## src/rtl/path_sequencer.sv

```systemverilog
// Path sequencer: holds a packed node path and steps prev/curr/next pointers on node_adv.
// Optional sentinel termination on END_NODE is enabled with `define PATH_SENTINEL_EN.
module path_sequencer #(
   parameter int NODE_W    = 5,
   parameter int MAX_NODES = 14,
   parameter int IDX_W     = $clog2(MAX_NODES + 1),
   parameter int END_NODE  = 6
) (
   input  logic                          node_clk,
   input  logic                          reset,
   input  logic [NODE_W*MAX_NODES-1:0]   path_in,
   input  logic [IDX_W-1:0]              path_len,
   input  logic                          path_valid,
   output logic                          path_ready,
   input  logic                          node_adv,
   input  logic                          abort,
   output logic [NODE_W-1:0]             prev_node,
   output logic [NODE_W-1:0]             curr_node,
   output logic [NODE_W-1:0]             next_node,
   output logic [IDX_W-1:0]              node_idx,
   output logic                          busy,
   output logic                          path_done,
   output logic                          new_path,
   output logic                          len_err,
   output logic [1:0]                    fsm_state
);

   // Load handshake: a load happens on any edge where path_valid && path_ready;
   // path_ready is a pure function of state, so it never depends on path_valid.
   typedef enum logic [1:0] {
      IDLE = 2'd0,
      RUN  = 2'd1,
      DONE = 2'd2
   } state_t;

   state_t                        state_q, state_d;
   logic [NODE_W*MAX_NODES-1:0]   path_q;
   logic [IDX_W-1:0]              len_q;
   logic [NODE_W-1:0]             prev_q, curr_q, next_q;
   logic [IDX_W-1:0]              idx_q;
   logic                          done_q;
   logic                          len_err_q;

   logic                          len_ok;
   logic                          load_req;
   logic                          load_go;
   logic                          load_bad;
   logic                          load_end;
   logic                          adv_go;
   logic                          reach_end;
   logic [IDX_W-1:0]              idx_inc;
   logic [IDX_W-1:0]              last_idx;
   logic [IDX_W:0]                idx2;
   logic [NODE_W-1:0]             sel_node;

   always_comb begin
      len_ok   = (path_len >= IDX_W'(2)) && (path_len <= IDX_W'(MAX_NODES));
      load_req = path_valid && path_ready;
      load_go  = load_req && len_ok;
      load_bad = load_req && !len_ok;
      adv_go   = (state_q == RUN) && node_adv && !abort;
      idx_inc  = idx_q + IDX_W'(1);
      last_idx = len_q - IDX_W'(1);
      idx2     = {1'b0, idx_q} + (IDX_W + 1)'(2);
`ifdef PATH_SENTINEL_EN
      load_end  = (path_in[NODE_W-1:0] == NODE_W'(END_NODE));
      reach_end = adv_go && ((idx_inc == last_idx) || (next_q == NODE_W'(END_NODE)));
`else
      load_end  = 1'b0;
      reach_end = adv_go && (idx_inc == last_idx);
`endif
   end

   // Look-ahead node mux; only in-range slots exist, so no out-of-range read is possible.
   always_comb begin
      sel_node = '0;
      for (int k = 0; k < MAX_NODES; k++) begin
         if (idx2 == (IDX_W + 1)'(k)) sel_node = path_q[k*NODE_W +: NODE_W];
      end
   end

   always_comb begin
      state_d = state_q;
      case (state_q)
         IDLE, DONE: begin
            if (load_go) state_d = load_end ? DONE : RUN;
         end
         RUN: begin
            if (abort)          state_d = IDLE;
            else if (reach_end) state_d = DONE;
         end
         default: state_d = IDLE;
      endcase
   end

   always_ff @(posedge node_clk) begin
      if (reset) state_q <= IDLE;
      else       state_q <= state_d;
   end

   always_ff @(posedge node_clk) begin
      if (reset) begin
         path_q    <= '0;
         len_q     <= '0;
         prev_q    <= '0;
         curr_q    <= '0;
         next_q    <= '0;
         idx_q     <= '0;
         done_q    <= 1'b0;
         len_err_q <= 1'b0;
      end else begin
         done_q    <= 1'b0;
         len_err_q <= load_bad;
         if (load_go) begin
            path_q <= path_in;
            len_q  <= path_len;
            prev_q <= path_in[0 +: NODE_W];
            curr_q <= path_in[0 +: NODE_W];
            next_q <= path_in[NODE_W +: NODE_W];
            idx_q  <= '0;
            done_q <= load_end;
         end else if (adv_go) begin
            idx_q  <= idx_inc;
            prev_q <= curr_q;
            curr_q <= next_q;
            // Past the end of the path the look-ahead holds the last node.
            if (idx2 < {1'b0, len_q}) next_q <= sel_node;
            done_q <= reach_end;
         end
      end
   end

   always_comb begin
      path_ready = (state_q == IDLE) || (state_q == DONE);
      busy       = (state_q == RUN);
      new_path   = (state_q == DONE);
      path_done  = done_q;
      len_err    = len_err_q;
      prev_node  = prev_q;
      curr_node  = curr_q;
      next_node  = next_q;
      node_idx   = idx_q;
      fsm_state  = state_q;
   end

endmodule

```

## config.mk

```make
export PLATFORM = sky130hd
export DESIGN_NAME = path_sequencer
export DESIGN_NICKNAME = d
export VERILOG_FILES = /design/src/rtl/path_sequencer.sv
export SDC_FILE = /design/constraint.sdc
export NUM_CORES = 1
export LEC_CHECK = 0
export CORE_MARGIN = 5
export CORE_UTILIZATION = 40
export DETAILED_ROUTE_END_ITERATION = 8
export GPL_TIMING_DRIVEN = 0
export PLACE_DENSITY = 0.74
export SYNTH_ARGS = -nofsm -noshare
export SYNTH_HDL_FRONTEND = slang
export SYNTH_SLANG_ARGS = --single-unit
```

## constraint.sdc

```tcl
create_clock -name node_clk -period 2.1 [get_ports node_clk]
set_input_delay 0.42 -clock node_clk [delete_from_list [all_inputs] [get_ports node_clk]]
set_output_delay 0.42 -clock node_clk [all_outputs]
set_load 0.005 [all_outputs]
```

==> results of run 1 <==
## logic make-up after synthesis
kind of cell | count (synthesis)
AND/OR/NAND/NOR | 248
AO/OA/AOI/OAI | 182
flip-flops | 97
buffers and inverters | 61
XOR/XNOR | 11
adder cells (fa/ha/maj) | 10
multiplexers | 3
## through the flow
stage | power (mW) | instances | TNS [ns] | hold slack [ns] | setup WS [ns]
after floorplan | 2.38 | 612 | -0.0377 | 0.431 | -0.0377
after CTS | 4.30 | 878 | -0.00373 | 0.454 | -0.00373
after global placement | 2.70 | 858 | -52.32 | 0.444 | -0.609
final | 4.31 | 881 | -0.119 | 0.455 | -0.0828
after detailed placement | 2.72 | 858 | -58.67 | 0.445 | -0.708
after global routing | 4.49 | 881 | -0.281 | 0.471 | -0.105
## area by class of cell
type                    count  area [um^2]
well taps                 143          179
multi-input cells         454         2510
clock buffers              10          239
clock inverters             6         51.3
fillers                  1088         4950
flip-flops and latches     97         1950
plain buffers              41          204
repair buffers            114         1130
inverters                  16         62.6
## synthesized netlist by cell type (2+ instances only)
master | n | area share
nor3b_1 | 2 | 0.0033
buf_2 | 7 | 0.0077
nand3_1 | 8 | 0.0088
a22oi_1 | 3 | 0.0049
nor2_1 | 12 | 0.0099
o21ai_0 | 12 | 0.013
mux2_2 | 2 | 0.0049
inv_1 | 12 | 0.0099
and2_1 | 2 | 0.0027
nand4b_1 | 2 | 0.0038
a21o_1 | 2 | 0.0033
xnor2_1 | 8 | 0.015
o22ai_1 | 6 | 0.0082
nand2b_1 | 3 | 0.0041
inv_2 | 4 | 0.0033
nor2b_1 | 7 | 0.0096
a32oi_1 | 2 | 0.0038
a211oi_1 | 2 | 0.0033
ha_1 | 10 | 0.027
xor2_1 | 3 | 0.0058
o211ai_1 | 4 | 0.0066
a221oi_1 | 4 | 0.0077
a21oi_1 | 91 | 0.10
and3_1 | 3 | 0.0041
o31ai_1 | 4 | 0.0066
dfxtp_1 | 97 | 0.43
o21a_1 | 3 | 0.0049
nor3_1 | 11 | 0.012
clkbuf_1 | 37 | 0.030
nand4_1 | 3 | 0.0041
nand2_1 | 191 | 0.16
o21ai_1 | 11 | 0.012
a31oi_1 | 20 | 0.027
o2111ai_1 | 5 | 0.0096
## placed cells by master (no fill, tap or decap), types with 4 or more instances in the layout
| master | n |
|---|---|
| o2111ai_1 | 4 |
| o21ai_1 | 10 |
| o21ai_0 | 12 |
| clkbuf_16 | 9 |
| nand3_1 | 8 |
| nor2b_1 | 4 |
| nor3_1 | 9 |
| nor2_1 | 11 |
| clkdlybuf4s50_1 | 103 |
| inv_2 | 5 |
| xnor2_1 | 8 |
| inv_1 | 10 |
| nand2_1 | 191 |
| o22ai_1 | 6 |
| buf_4 | 13 |
| ha_1 | 4 |
| clkbuf_2 | 11 |
| dfxtp_1 | 94 |
| clkbuf_4 | 5 |
| clkbuf_1 | 19 |
| o211ai_1 | 4 |
| a31oi_1 | 20 |
| a21oi_1 | 90 |
## registers in the layout, indices dropped and copies added (netlist names)
name,flops
curr_node,5
fsm_state,2
len_err,1
len_q,4
next_node,5
node_idx,4
path_done,1
path_q,70
prev_node,5
## how the worst max path moves through the flow
stage,endpoint,cells after the start,slack (ns),start
3_5_place_dp,path_q[1],7,-0.71,path_len[3]
6_report,next_node[3],8,-0.08,node_idx[0]
2_1_floorplan,next_node[3],8,-0.04,node_idx[0]
5_1_grt,next_node[3],8,-0.10,node_idx[1]
4_1_cts,next_node[3],7,-0.004,node_idx[1]
3_3_place_gp,path_q[59],7,-0.61,path_len[3]
## power by group through the flow
stage               logic, mW  registers, mW  clock network (mW)
floorplan               0.324           2.05                   0
global placement        0.621           2.07                   0
detailed placement      0.639           2.08                   0
CTS                     0.654           2.04                1.61
global route            0.741           2.05                1.70
finish                  0.668           2.04                1.60
## per-layer routing
metal / vias to the layer above / global-route usage / wire length (um)
li1: 2357 / - / -
met3: 31 / 0.0378 / 975
met5: - / 0 / 0
met2: 198 / 0.379 / 7210
met4: 0 / 0.0879 / 385
met1: 2246 / 0.301 / 6770
## worst max-delay path: cells and delay by family, from the launching register on
family / cells / cell delay, ns
adders and majority gates: 1 / 0.19
buffers and inverters: 1 / 0.08
AOI/OAI and AO/OA: 4 / 0.65
DFF: 1 / 0.40
and+or+nand+nor: 2 / 0.73
## what timing repair did
action,in CTS,in global routing
setup buffers,8,3
setup endpoints to repair,96,90
pin swaps,4,7
resized for setup,36,29
==> summary.txt, run 1 <==
CTS
  • Worst-path clk slew: 0.07 ns
  • CTS hold repair buffers: 0
  • CTS tree: yes
  • Root buf cell: clkbuf_16
  • Total clock sinks: 97
  • Worst-Skew Late Latency: 0.35 ns
  • Clock tree buffer depth: 2
  • TritonCTS Buffers: 9
  • Depth of the CTS H-tree: 3

Logic synthesis
  • Top FF cell, synth: dfxtp_1
  • Mapped Area: 4560 um^2
  • Largest family of logic cells by synthesized area: compound AO/OA/AOI/OAI gates
  • Synth Area in Compound Gates: 0.238
  • Mean post-synth cell area: 7.44 um^2
  • Post-synth EDFFs: 0
  • Synthesized Nets: 701
  • Cells after synthesis: 612
  • Mux cell area share after synthesis: 0.00714
  • Synth Area in Simple Gates: 0.228
  • Synth unique cells: 53
  • Post-Synth Adder-Cell Area: 0.0275
  • Ys async rst share: 0
  • Seq cells post-synth: 97
  • Synth warn: 0
  • Register area share after synthesis: 0.426
  • Synth Area in XOR/XNOR: 0.0211

Timing
  • Setup ws final: -0.0828 ns
  • Fmax: 458 MHz
  • Clock skew: 0.00848 ns
  • Max-slew violations: 0
  • Endpoints failing setup: 2
  • RSZ-0062 raised after global routing: yes
  • Fin crit share: 1.04
  • Slew @ Worst Pin: 0.658 ns
  • Rel. slew slack: 0.561
  • Final min period: 2.18 ns
  • Final Hold Viols: 0

Hold path
  • Hold Crit Start: path_q[39]
  • Min-Delay Path Class: reg -> reg
  • Hold worst-path end: path_q[39]
  • WHS Path Cells: 2

Detailed routing
  • Final wirelength: 15300 um
  • DR iter-0 viols: 439
  • Via/cell ratio: 5.48
  • Routed len/inst: 17.4 um
  • DR pass1 iterations: 5
  • Vias: 4832
  • DRC Markers: 0
  • Final ANT Viol Nets: 0

Run
  • Max Cap Viol: 0

Cells and area
  • ANT cells: 0
  • Synth-to-Final Area Change: 38.8%
  • Share of layout cells above drive strength 1: 0.112
  • Post-Route Utilization: 0.561
  • Post-Layout Inst Area: 6320 um^2
  • Nets: 822

Worst setup path
  • CP Capture Type: flop
  • Crit-path slowest cell: dfxtp_4
  • Setup slack, reg-to-reg: -0.08 ns
  • Reg-to-reg startpoint: node_idx[0]
  • Worst-path cell chain: inv_2, ha_4, or3_4, or3_4, a311o_1, o2111ai_2, a21o_1, a31oi_1
  • CP peak stage delay: 0.40 ns
  • Crit Reg-Reg Endpoint: next_node[3]
  • Most common cell on crit path: or3_4
  • Register-to-Register Path Depth: 8
  • CP startpoint kind: flop
  • Crit-path max FO: 6
  • Crit path arrival time: 2.39 ns
  • Worst Path Required: 2.31 ns
  • Worst Path Class, Setup: reg -> reg

Global route
  • Initial antenna violation count: 0
  • Pin count of the biggest net entering global routing: 18
  • Vias in the first global route: 4941
  • GRT overflow: 0
  • First-pass GRT wire length: 24500 um
  • Gr usage total: 0.230

Floorplan
  • Die height: 117 um
  • Num rows: 39
  • # IOs: 105
  • Die area: 13600 um^2
  • Total core area: 11300 um^2
  • Die Width: 117 um
  • Initial Util: 0.404

Pwr
  • Peak supply drop: 0.381 mV
  • Internal: 3.14 mW
  • Lkg Pwr: 2.24 nW
  • Clk network pwr share: 0.372
  • Comb pwr share: 0.155
  • Sequential power share: 0.473
  • NetSw: 1.17 mW
  • PwrDens: 681 nW/um^2
  • Switching part of the total power: 0.271

Run status
  • Outcome: finished, violations left
  • Failing checks: negative setup slack

Place
  • Placer congestion estimate: 0.937
  • Port Buffer Count: 103
  • Area after DPL: 5780 um^2
  • DP Wirelength: 11800 um
(Power assumes the default switching activity.)
==> inputs of run 2 (changes only) <==
--- a/config.mk
+++ b/config.mk
@@ -5,11 +5,12 @@
 export SDC_FILE = /design/constraint.sdc
 export NUM_CORES = 1
 export LEC_CHECK = 0
-export CORE_MARGIN = 5
+export CORE_MARGIN = 8
 export CORE_UTILIZATION = 40
 export DETAILED_ROUTE_END_ITERATION = 8
 export GPL_TIMING_DRIVEN = 0
 export PLACE_DENSITY = 0.74
+export SLEW_MARGIN = 20
 export SYNTH_ARGS = -nofsm -noshare
 export SYNTH_HDL_FRONTEND = slang
 export SYNTH_SLANG_ARGS = --single-unit
==> summary.txt, run 2 (synthesis gave the netlist of run 1 again) <==
Run status
  • Outcome: finished, violations left
  • Failing checks: negative setup slack

Worst setup path
  • Crit-path max FO: 5 (-1)
  • Worst Path Required: 2.31 ns (about the same)
  • Setup slack, reg-to-reg: -0.04 ns (+0.04 ns)
  • CP Capture Type: flop
  • CP startpoint kind: flop
  • Reg-to-reg startpoint: node_idx[1]
  • Crit Reg-Reg Endpoint: next_node[3]
  • Register-to-Register Path Depth: 7 (-1)
  • Crit path arrival time: 2.35 ns (-0.04 ns)
  • Worst Path Class, Setup: reg -> reg

Timing
  • Clock skew: 0.00728 ns (-0.00121 ns)
  • Slew @ Worst Pin: 0.635 ns (-0.0228 ns)
  • Max-slew violations: 0 (unchanged)
  • Rel. slew slack: 0.568 (+0.00680)
  • Fin crit share: 1.02 (-0.0214)
  • Fmax: 468 MHz (+2.1%)
  • Final min period: 2.14 ns (-0.0449 ns)
  • Final Hold Viols: 0 (unchanged)
  • Endpoints failing setup: 1 (-1)
  • RSZ-0062 raised after global routing: yes
  • Setup ws final: -0.0379 ns (+0.0449 ns)
  • Final setup TNS: -0.0379 ns (+0.0811 ns)

Cells and area
  • Nets: 825 (+0.36%)
  • Area occupied by multi-input gates: 2510 um^2 (+0.30%)
  • ANT cells: 0 (unchanged)
  • Share of layout cells above drive strength 1: 0.119 (+0.00629)
  • Synth-to-Final Area Change: 41.1%
  • Final non-filler cell total: 884 (+0.34%)
  • Largest register FFs: 70 (unchanged)
  • Register area: 1950 um^2 (unchanged)
  • FILL cells: 1044 (-4.0%)
  • Top reg by flops: path_q
  • Post-Route Utilization: 0.570 (+0.00921)
  • Most common cell after layout, fill and taps aside: nand2_1
  • Most frequent cells in the layout: nand2_1, clkdlybuf4s50_1, dfxtp_1, a21oi_1, a31oi_1

Floorplan
  • Initial Util: 0.404 (unchanged)
  • Total core area: 11300 um^2 (unchanged)
  • Die area: 15100 um^2 (+11%)
  • Die Width: 123 um (+5.1%)
  • # IOs: 105 (unchanged)
  • Die height: 123 um (+5.1%)
  • Num rows: 39 (unchanged)

CTS
  • TritonCTS Buffers: 9 (unchanged)
  • CTS tree: yes
  • CTS hold repair buffers: 0 (unchanged)
  • Clock tree buffer depth: 2 (unchanged)
  • Worst-Skew Late Latency: 0.35 ns (about the same)
  • Depth of the CTS H-tree: 3 (unchanged)
  • Total clock sinks: 97 (unchanged)
  • Root buf cell: clkbuf_16
  • Worst-path clk slew: 0.07 ns (about the same)

Place
  • Setup slack at placement: -0.673 ns (+0.0354 ns)
  • Inst Count DP: 858 (unchanged)
  • Port Buffer Count: 103 (unchanged)
  • DP Wirelength: 11700 um (-0.68%)
  • Placer congestion estimate: 0.900 (-4.0%)

Detailed routing
  • Highest metal used: met4
  • Met1 Wirelength: 6780 um (about the same)
  • Routed met3 length: 1250 um (+28%)
  • DR pass1 iterations: 5 (unchanged)
  • Final wirelength: 15700 um (+2.5%)
  • Met2 WL: 7400 um (+2.7%)
  • Routed len/inst: 17.8 um (+2.2%)
  • DRC Markers: 0 (unchanged)
  • Via/cell ratio: 5.53 (+0.86%)
  • DR iter-0 viols: 411 (-6.4%)
  • Final ANT Viol Nets: 0 (unchanged)
  • Vias: 4890 (+1.2%)

Global route
  • GRT overflow: 0 (unchanged)
  • Initial antenna violation count: 0 (unchanged)
  • Vias in the first global route: 4724 (-4.4%)
  • Pin count of the biggest net entering global routing: 17 (-1)
  • Gr usage total: 0.206 (-0.0238)
  • First-pass GRT wire length: 24100 um (-1.7%)

Hold path
  • WHS Path Cells: 2 (unchanged)
  • Hold Crit Start: path_q[46]
  • Min-Delay Path Class: reg -> reg
  • Hold worst-path end: path_q[46]

Pwr
  • Sequential power share: 0.428 (-0.045)
  • Peak supply drop: 0.402 mV (+5.5%)
  • PwrDens: 740 nW/um^2 (+8.6%)
  • Switching part of the total power: 0.240 (-0.0308)
  • Final Total Pwr: 4.76 mW (+10%)
  • Comb pwr share: 0.141 (-0.014)
  • Lkg Pwr: 2.30 nW (+3.0%)
  • NetSw: 1.14 mW (-2.2%)
  • Clk network pwr share: 0.431 (+0.059)
  • Internal: 3.61 mW (+15%)

Run
  • Max Cap Viol: 0 (unchanged)
run 2: per-layer routing:
metal  track usage  vias up
met3        0.0520       24
met1         0.256     2276
met4        0.0693        0
met5             0        -
li1              -     2359
met2         0.340      231
run 2: how the worst max path moves through the flow:
stage / slack (ns) / from / cells after the start / to
2_1_floorplan: -0.04 / node_idx[0] / 8 / next_node[3]
3_3_place_gp: -0.61 / path_len[3] / 7 / path_q[59]
3_5_place_dp: -0.67 / path_len[3] / 7 / len_q[1]
6_report: -0.04 / node_idx[1] / 7 / next_node[3]
4_1_cts: -0.05 / node_idx[1] / 8 / next_node[3]
5_1_grt: -0.1 / node_idx[1] / 8 / next_node[3]
run 2: cell type report:
type,count,area share
Buffer,41,0.0317
Clock buffer,10,0.0372
Timing Repair Buffer,117,0.177
Multi-Input combinational cell,454,0.391
Tap cell,143,0.0278
Inverter,16,0.00973
Sequential cell,97,0.304
Clock inverter,6,0.0214
run 2: stage by stage:
stage | hold WS (ns) | cell area (um^2)
after global placement | 0.443 | 5780
final | 0.458 | 6430
after floorplan | 0.431 | 4570
after CTS | 0.458 | 6270
after detailed placement | 0.448 | 5780
after global routing | 0.474 | 6430
run 2: power groups by stage:
stage,clock [mW],combinational [mW],sequential [mW]
6_report,2.05,0.670,2.04
5_1_grt,2.13,0.736,2.05
4_1_cts,2.06,0.650,2.03
3_5_place_dp,0,0.638,2.08
3_3_place_gp,0,0.622,2.07
2_1_floorplan,0,0.324,2.05
run 2: critical path, stage by stage, from the launching register on:
cell       delay, ns
dfxtp_4         0.41
ha_4            0.23
or3_4           0.39
or3_1           0.31
a311o_1         0.35
o2111ai_2       0.09
a21o_1          0.15
a31oi_1         0.08
run 2: what timing repair did:
item,in CTS,in global routing
cloned,0,0
pin swaps,4,9
gates resized for setup,25,52
setup endpoints to repair,96,87
buffers inserted,7,7
